`src/rtl/imu_sample_scheduler.sv`:
```
// imu_sample_scheduler: once per sample period, polls NUM_CH sources in order and streams tagged samples.
// Define IMU_SCHED_OVERRUN_CNT_EN to add the saturating overrun counter (otherwise overrun_cnt is 0).

module imu_sample_scheduler #(
  parameter int WIDTH   = 16,
  parameter int NUM_CH  = 3,
  parameter int CH_W    = 2,
  parameter int PERIOD  = 1000,
  parameter int TIMEOUT = 16
) (
  input  logic                    clk,
  input  logic                    rst,
  input  logic                    enable,
  output logic [NUM_CH-1:0]       ch_req,
  input  logic [NUM_CH-1:0]       ch_valid,
  input  logic [NUM_CH*WIDTH-1:0] ch_data,
  output logic                    out_valid,
  output logic [WIDTH-1:0]        out_data,
  output logic [CH_W-1:0]         out_ch,
  output logic                    out_last,
  input  logic                    out_ready,
  output logic                    frame_done,
  output logic                    err_pulse,
  output logic [CH_W-1:0]         err_ch,
  output logic                    overrun,
  output logic [7:0]              overrun_cnt
);

  localparam int PCNT_W = $clog2(PERIOD);
  localparam int WCNT_W = $clog2(TIMEOUT + 1);
  localparam logic [PCNT_W-1:0] PCNT_MAX = PCNT_W'(PERIOD - 1);
  localparam logic [WCNT_W-1:0] WCNT_MAX = WCNT_W'(TIMEOUT - 1);
  localparam logic [CH_W-1:0]   LAST_CH  = CH_W'(NUM_CH - 1);

  typedef enum logic [1:0] {IDLE, REQ, OUT} state_t;

  state_t            state_q, state_d;
  logic [PCNT_W-1:0] pcnt_q, pcnt_d;
  logic [WCNT_W-1:0] wcnt_q, wcnt_d;
  logic [CH_W-1:0]   ch_q, ch_d;
  logic [WIDTH-1:0]  out_data_q, out_data_d;
  logic [CH_W-1:0]   out_ch_q, out_ch_d;
  logic              out_last_q, out_last_d;
  logic              frame_done_q, frame_done_d;
  logic              err_pulse_q, err_pulse_d;
  logic [CH_W-1:0]   err_ch_q, err_ch_d;
  logic              overrun_q, overrun_d;
  logic              tick, advance, sel_valid, is_last;
  logic [WIDTH-1:0]  sel_data;

  always_comb begin
    tick   = enable && (pcnt_q == PCNT_MAX);
    pcnt_d = '0;
    if (enable) begin
      pcnt_d = tick ? '0 : pcnt_q + PCNT_W'(1);
    end
  end

  // Only the currently polled channel's valid/data is ever looked at.
  always_comb begin
    sel_valid = 1'b0;
    sel_data  = '0;
    ch_req    = '0;
    for (int i = 0; i < NUM_CH; i++) begin
      if (ch_q == CH_W'(i)) begin
        sel_valid = ch_valid[i];
        sel_data  = ch_data[i*WIDTH +: WIDTH];
        ch_req[i] = (state_q == REQ);
      end
    end
    is_last = (ch_q == LAST_CH);
  end

  always_comb begin
    state_d      = state_q;
    wcnt_d       = wcnt_q;
    ch_d         = ch_q;
    out_data_d   = out_data_q;
    out_ch_d     = out_ch_q;
    out_last_d   = out_last_q;
    frame_done_d = 1'b0;
    err_pulse_d  = 1'b0;
    err_ch_d     = err_ch_q;
    overrun_d    = tick && (state_q != IDLE);
    advance      = 1'b0;

    case (state_q)
      IDLE: begin
        if (tick) begin
          ch_d    = '0;
          wcnt_d  = '0;
          state_d = REQ;
        end
      end
      REQ: begin
        if (sel_valid) begin
          out_data_d = sel_data;
          out_ch_d   = ch_q;
          out_last_d = is_last;
          wcnt_d     = '0;
          state_d    = OUT;
        end else if (wcnt_q == WCNT_MAX) begin
          err_pulse_d = 1'b1;
          err_ch_d    = ch_q;
          advance     = 1'b1;
        end else begin
          wcnt_d = wcnt_q + WCNT_W'(1);
        end
      end
      OUT: begin
        if (out_ready) begin
          advance = 1'b1;
        end
      end
      default: state_d = IDLE;
    endcase

    // Shared by the timeout path and the output handshake.
    if (advance) begin
      wcnt_d = '0;
      if (is_last) begin
        state_d      = IDLE;
        frame_done_d = 1'b1;
      end else begin
        ch_d    = ch_q + CH_W'(1);
        state_d = REQ;
      end
    end
  end

  always_ff @(posedge clk) begin
    if (rst) begin
      state_q      <= IDLE;
      pcnt_q       <= '0;
      wcnt_q       <= '0;
      ch_q         <= '0;
      out_data_q   <= '0;
      out_ch_q     <= '0;
      out_last_q   <= 1'b0;
      frame_done_q <= 1'b0;
      err_pulse_q  <= 1'b0;
      err_ch_q     <= '0;
      overrun_q    <= 1'b0;
    end else begin
      state_q      <= state_d;
      pcnt_q       <= pcnt_d;
      wcnt_q       <= wcnt_d;
      ch_q         <= ch_d;
      out_data_q   <= out_data_d;
      out_ch_q     <= out_ch_d;
      out_last_q   <= out_last_d;
      frame_done_q <= frame_done_d;
      err_pulse_q  <= err_pulse_d;
      err_ch_q     <= err_ch_d;
      overrun_q    <= overrun_d;
    end
  end

`ifdef IMU_SCHED_OVERRUN_CNT_EN
  logic [7:0] ocnt_q, ocnt_d;

  always_comb begin
    ocnt_d = ocnt_q;
    if (overrun_d && (ocnt_q != 8'hFF)) begin
      ocnt_d = ocnt_q + 8'd1;
    end
  end

  always_ff @(posedge clk) begin
    if (rst) begin
      ocnt_q <= '0;
    end else begin
      ocnt_q <= ocnt_d;
    end
  end

  assign overrun_cnt = ocnt_q;
`else
  assign overrun_cnt = '0;
`endif

  assign out_valid  = (state_q == OUT);
  assign out_data   = out_data_q;
  assign out_ch     = out_ch_q;
  assign out_last   = out_last_q;
  assign frame_done = frame_done_q;
  assign err_pulse  = err_pulse_q;
  assign err_ch     = err_ch_q;
  assign overrun    = overrun_q;

endmodule
```
`config.mk`:
```
export PLATFORM = sky130hd
export DESIGN_NAME = imu_sample_scheduler
export DESIGN_NICKNAME = d
export VERILOG_FILES = /design/src/rtl/imu_sample_scheduler.sv
export SDC_FILE = /design/constraint.sdc
export NUM_CORES = 1
export LEC_CHECK = 0
export CORE_MARGIN = 5
export CORE_UTILIZATION = 48
export DETAILED_ROUTE_END_ITERATION = 16
export GPL_ROUTABILITY_DRIVEN = 0
export HOLD_SLACK_MARGIN = 0.02
export PLACE_DENSITY = 0.86
export SETUP_SLACK_MARGIN = 0.02
export SLEW_MARGIN = 10
export SYNTH_ARGS = -nofsm -noshare
export SYNTH_HDL_FRONTEND = slang
export SYNTH_SLANG_ARGS = --single-unit
```
`constraint.sdc`:
```
create_clock -name clk -period 4.01 [get_ports clk]
set_clock_uncertainty 0.1 [all_clocks]
set_input_delay 1.0025 -clock clk [delete_from_list [all_inputs] [get_ports clk]]
set_output_delay 1.0025 -clock clk [all_outputs]
set_load 0.01 [all_outputs]
```
==> results.json, run 1 <==
{
  "n_antenna_cell": 0,
  "cts_resized": 0,
  "synth_edf_count": 0,
  "place_area_um2": 3230,
  "fmax_mhz": 306,
  "syn_area_um2": 2410,
  "multi_input_area_um2": 1390,
  "busiest_layer": "met2",
  "worst-path-buf-inv": 3,
  "post_cts_buffers": 0,
  "finalHoldViolCount": 0,
  "cts_buffer_depth": 2,
  "initial_core_util_pct": 50.4,
  "r2r_slack_ns": 1.54,
  "coreArea_um2": 4790,
  "synth_common_cells": "43 x dfxtp_1, 34 x nor2_1, 32 x a21oi_1",
  "grt_overflow": 0,
  "die-height_um": 80.9,
  "grt_pass1_vias": 2155,
  "ys_top_cells_by_area": "dfxtp_1 36%, mux2i_1 7.9%, a21oi_1 6.6%, nor2_1 5.3%, a211oi_1 5.0%",
  "maxCapViolations": 0,
  "final.min_clock_period_ns": 3.26,
  "synthDistinctLibCells": 55,
  "synth_flop_cell": "dfxtp_1",
  "start_kind": "flop",
  "min_period_over_period_pct": 81.4,
  "root_buffer": "clkbuf_8",
  "synth_warnings": 0,
  "powerDensity_nw_per_um2": 272,
  "firstDrtPassIters": 4,
  "ys_seq_area_share_pct": 35.7,
  "fin_area_um2": 3360,
  "crit_required_ns": 2.91,
  "wl_mm": 6.60,
  "leakagePower_nw": 1.14,
  "drv_slew": 0,
  "cts_sinks": 43,
  "antenna_found_initial": 0,
  "cts_hold_buf": 0,
  "routed_via_density": 5.64,
  "nets": 413,
  "synth-seq-cells": 43,
  "crit_family": "buffers and inverters",
  "die_area_um2": 6540,
  "cp_slowest_cell": "clkdlybuf4s50_1",
  "final_layout_size_suffix_gt1_share_pct": 6.52,
  "end_kind": "output port",
  "grt_use_met1_pct": 23.4,
  "ys_async_sr_fraction_pct": 0,
  "status": "finished, final reports clean",
  "crit_chain": "inv_1 -> ha_1 -> buf_4 -> and3_1 -> clkdlybuf4s50_1",
  "path_max_fanout": 20,
  "tns_ns": 0,
  "pre_cts_ws_ns": 0.833,
  "dp_hpwl_mm": 4.96,
  "finalSetupViolations": 0,
  "synth_top_area_share_pct": 35.7,
  "io_pins": 91,
  "cts_tree": "done",
  "globalRouteTotalUtil_pct": 19.4,
  "io_buffers": 82,
  "use_met2_pct": 31.9,
  "worst-setup-path-type": "flop to output port",
  "register_area_um2": 861,
  "ant_nets": 0,
  "syn_avg_cell_area_um2": 8.73,
  "fp-row-count": 25,
  "clock_latency_ns": 0.30,
  "clk_pin_slew_ns": 0.07,
  "vias": 2370,
  "rsz0062_at_grt": "false",
  "post_drt_wl_per_cell_um": 15.7,
  "cts.htree.levels": 2,
  "crit_arrival_ns": 2.16,
  "max_stage_delay_ns": 0.54,
  "hp-class": "flop to flop",
  "syn_inst": 276,
  "max-vdd-ir-drop_v": 0.000268,
  "areaGrowthSynthToFinish_pct": 39.6,
  "fillers": 374,
  "slew_headroom_pct": 27.8,
  "grt_use_met3_pct": 5.65,
  "worstMarginPinSlew_ns": 1.08,
  "fin_util_pct": 70.3,
  "worst_slack_ns": 0.747,
  "cts_buffers": 5,
  "dieWidth_um": 80.9,
  "drc": 0,
  "synth_top_cell_by_area": "dfxtp_1",
  "grt_pass1_wl_mm": 9.94,
  "grt_max_degree": 32,
  "synth_most_common_cell": "dfxtp_1",
  "drt-initial-drc-count": 232
}
[where the power goes]
part	internal [mW]	switching, mW	total, mW
combinational	0.0573	0.0346	0.0918
clock	0.249	0.147	0.396
sequential	0.427	0.000608	0.428
[flip-flops by register name, summed over array words and instances (netlist names), 2 cells and up, named ones only]
name / cells
err_ch: 2
pcnt_q: 10
out_data: 16
out_ch: 2
state_q: 2
wcnt_q: 5
[worst register-to-register path: stages (launching register included)]
cell and delay, ns:
dfxtp_1 0.55, buf_4 0.27, mux2_4 0.36, a211o_1 0.49, a21boi_0 0.25, mux2_2 0.35
[path summary, 6_finish.rpt]
| kind | start | endpoint | cells after the start |
|---|---|---|---|
| max | state_q[1] | ch_req[1] | 5 |
| min | pcnt_q[0] | pcnt_q[0] | 1 |
| max reg2reg | flop | ch_q[1] | 5 |
| min reg2reg | pcnt_q[0] | pcnt_q[0] | 1 |
[layout make-up]
type                            count  share of cell area, %
Clock inverter                      2                   1.79
Timing Repair Buffer               88                   25.7
Clock buffer                        6                   2.16
Multi-Input combinational cell    206                   41.4
Inverter                            8                  0.893
Tap cell                           67                   2.49
Sequential cell                    43                   25.6
[layout by cell type (no fill, tap or decap), drive strengths merged, types with 2 or more instances in the layout]
master and count:
ha 6, nand4 4, clkdlybuf4s50 82, a221oi 6, nand4b 2, a31oi 2, o21ai 6, buf 6
mux2i 20, a211o 2, a2111oi 2, bufinv 2, nor2b 3, inv 8, a211oi 16, mux2 2
nor3 3, xnor2 4, nor2 34, nand3 11, nand3b 2, conb 8, o2111ai 2, o22ai 2
dfxtp 43, nor3b 2, xor2 4, clkbuf 6, and3 4, nand2 9, a21oi 33
[through the flow]
| stage | hold WS [ns] | power, mW | std cells |
|---|---|---|---|
| after global routing | 0.399 | 0.948 | 420 |
| after floorplan | 0.318 | 0.475 | 283 |
| after detailed placement | 0.339 | 0.529 | 412 |
| after CTS | 0.351 | 0.926 | 420 |
| after global placement | 0.329 | 0.528 | 412 |
| final | 0.350 | 0.916 | 420 |
[kinds of logic after synthesis]
kind of cell | Yosys count | share of synthesized area (%)
AND/OR/NAND/NOR | 82 | 17.4
AO/OA/AOI/OAI | 80 | 23.2
flip-flops | 43 | 35.7
buffers and inverters | 34 | 7.63
multiplexers | 22 | 9.92
XOR/XNOR | 8 | 2.91
adder cells (fa/ha/maj) | 6 | 3.12
other | 1 | 0.156
[routing by layer]
| layer | up-vias | routed length, um | share of wire (%) |
|---|---|---|---|
| met2 | 102 | 3320 | 50 |
| met1 | 1094 | 2610 | 39 |
| li1 | 1158 | - | - |
| met5 | - | 0 | 0 |
| met3 | 16 | 506 | 7.7 |
| met4 | 0 | 170 | 2.6 |
No activity file was read; power rests on OpenSTA's default activity.
==> inputs of run 2 (changes only) <==
--- a/config.mk
+++ b/config.mk
@@ -6,11 +6,11 @@
 export NUM_CORES = 1
 export LEC_CHECK = 0
 export CORE_MARGIN = 5
-export CORE_UTILIZATION = 48
+export CORE_UTILIZATION = 44
 export DETAILED_ROUTE_END_ITERATION = 16
 export GPL_ROUTABILITY_DRIVEN = 0
 export HOLD_SLACK_MARGIN = 0.02
-export PLACE_DENSITY = 0.86
+export PLACE_DENSITY = 0.8
 export SETUP_SLACK_MARGIN = 0.02
 export SLEW_MARGIN = 10
 export SYNTH_ARGS = -nofsm -noshare
==> constraint.sdc (replaced) <==
create_clock -name clk -period 3.4 [get_ports clk]
set_clock_uncertainty 0.1 [all_clocks]
set_input_delay 0.85 -clock clk [delete_from_list [all_inputs] [get_ports clk]]
set_output_delay 0.85 -clock clk [all_outputs]
set_load 0.01 [all_outputs]
==> run 2 against run 1 <==
  * Global-route usage decreased by 0.91 points
  * Hold slack improved by 0.0062 ns
  * Largest cell class unchanged
  * Clock-buffer cell count increased by 1
  * Critical path depth decreased by 2
  * Core utilization decreased by 8.9 points
  * Clock power decreased by 20%
  * Cell count increased by 1.2%
  * Largest power group unchanged
  * Sequential power increased by 18%
  * Setup slack got worse by 0.40 ns
  * Die area increased by 7.9%
  * Cell area decreased by 1.3%
  * Via count decreased by 2.1%
==> results.json, run 2 (synthesis results as in run 1) <==
{
  "cts_buffer_depth": 2,
  "dieWidth_um": 84.0,
  "multi_input_area_um2": 1390,
  "powerDensity_nw_per_um2": 279,
  "globalRouteTotalUtil_pct": 18.5,
  "coreArea_um2": 5410,
  "worstMarginPinSlew_ns": 1.07,
  "grt_pass1_vias": 2277,
  "crit_arrival_ns": 2.10,
  "initial_core_util_pct": 44.6,
  "crit_required_ns": 2.45,
  "register_area_um2": 861,
  "rsz0062_at_grt": "false",
  "finalSetupViolations": 0,
  "power_frac_comb_pct": 11.6,
  "final.min_clock_period_ns": 3.05,
  "ant_nets": 0,
  "worst-setup-path-type": "flop to output port",
  "leakagePower_nw": 1.11,
  "clk_pin_slew_ns": 0.08,
  "post_drt_wl_per_cell_um": 15.1,
  "power.switching_mw": 0.212,
  "grt_overflow": 0,
  "die-height_um": 84.0,
  "final_layout_size_suffix_gt1_share_pct": 6.23,
  "status": "finished, final reports clean",
  "fmax_mhz": 328,
  "maxCapViolations": 0,
  "fillers": 485,
  "worst_slack_ns": 0.348,
  "root_buffer": "clkbuf_8",
  "hp-class": "flop to flop",
  "switching_share_pct": 22.8,
  "cts_sinks": 43,
  "pwr-share-clk_pct": 34.0,
  "cts_tree": "done",
  "pwr-share-seq_pct": 54.4,
  "clock_latency_ns": 0.30,
  "wl_mm": 6.43,
  "end_kind": "output port",
  "grt_pass1_wl_mm": 10.8,
  "drc": 0,
  "path_max_fanout": 13,
  "post_cts_buffers": 0,
  "start_kind": "flop",
  "pre_cts_ws_ns": 0.313,
  "slew_headroom_pct": 28.7,
  "drv_slew": 0,
  "drt-initial-drc-count": 84,
  "min_period_over_period_pct": 89.8,
  "layout_common_cells": "82 x clkdlybuf4s50_1, 43 x dfxtp_1, 34 x nor2_1",
  "antenna_found_initial": 0,
  "largest_reg_flops": 16,
  "dp_hpwl_mm": 4.81,
  "cts_resized": 0,
  "final_common_cell": "clkdlybuf4s50_1",
  "firstDrtPassIters": 4,
  "die_area_um2": 7060,
  "cts_buffers": 5,
  "io_pins": 91,
  "nets": 413,
  "tns_ns": 0,
  "finalHoldViolCount": 0,
  "areaGrowthSynthToFinish_pct": 37.7,
  "routed_via_density": 5.46,
  "io_buffers": 82,
  "cts.htree.levels": 2,
  "n_antenna_cell": 0,
  "vias": 2321,
  "fp-row-count": 27,
  "max-vdd-ir-drop_v": 0.000267,
  "grt_max_degree": 31,
  "p_int_mw": 0.716,
  "cts_hold_buf": 0
}
-- run 2: cell count changes in the layout (fill, tap and decap cells not counted) --
cell | before | now
clkinv_2 | 0 | 1
bufinv_16 | 2 | 0
clkbuf_1 | 1 | 2
-- run 2: metal layers --
layer  up-vias  wire (um)  GRT usage [%]
li1       1152          -              -
met1      1097       2790           22.7
met2        62       3180           30.8
met3        10        340           5.43
met4         0        115           6.73
met5         -          0              0
-- run 2: layout make-up --
class	count	share of cell area, %
clock buffers	7	2.30
clock inverters	1	0.151
inverters	8	0.905
multi-input cells	206	41.9
flip-flops and latches	43	25.9
well taps	72	2.71
repair buffers	88	26.1
-- run 2: path summary, 6_finish.rpt --
kind	slack, ns	cells after the start	end	startpoint
max	0.35	3	ch_req[2]	ch_q[1]
min	0.36	1	pcnt_q[0]	pcnt_q[0]
max reg2reg	0.87	4	out_data[7]	ch_q[1]
min reg2reg	0.36	1	pcnt_q[0]	pcnt_q[0]
-- run 2: critical path, stage by stage (launching register included) --
cell and delay [ns]:
dfxtp_1 0.60, inv_1 0.26, nor3_1 0.34, clkdlybuf4s50_1 0.60
-- run 2: through the flow --
stage	util [%]	area, um^2	power, mW	hold WS, ns	std cells
6_report	61.4	3320	0.927	0.356	425
2_1_floorplan	-	2440	0.560	0.318	283
4_1_cts	61.4	3320	0.935	0.361	425
3_3_place_gp	59.9	3240	0.622	0.329	417
5_1_grt	61.4	3320	0.968	0.387	425
3_5_place_dp	59.9	3240	0.624	0.348	417
-- run 2: power groups by stage --
stage | registers, mW | logic (mW) | clock network (mW)
2_1_floorplan | 0.517 | 0.0431 | 0
3_3_place_gp | 0.517 | 0.106 | 0
3_5_place_dp | 0.517 | 0.107 | 0
4_1_cts | 0.505 | 0.108 | 0.322
5_1_grt | 0.505 | 0.117 | 0.346
6_report | 0.505 | 0.108 | 0.315
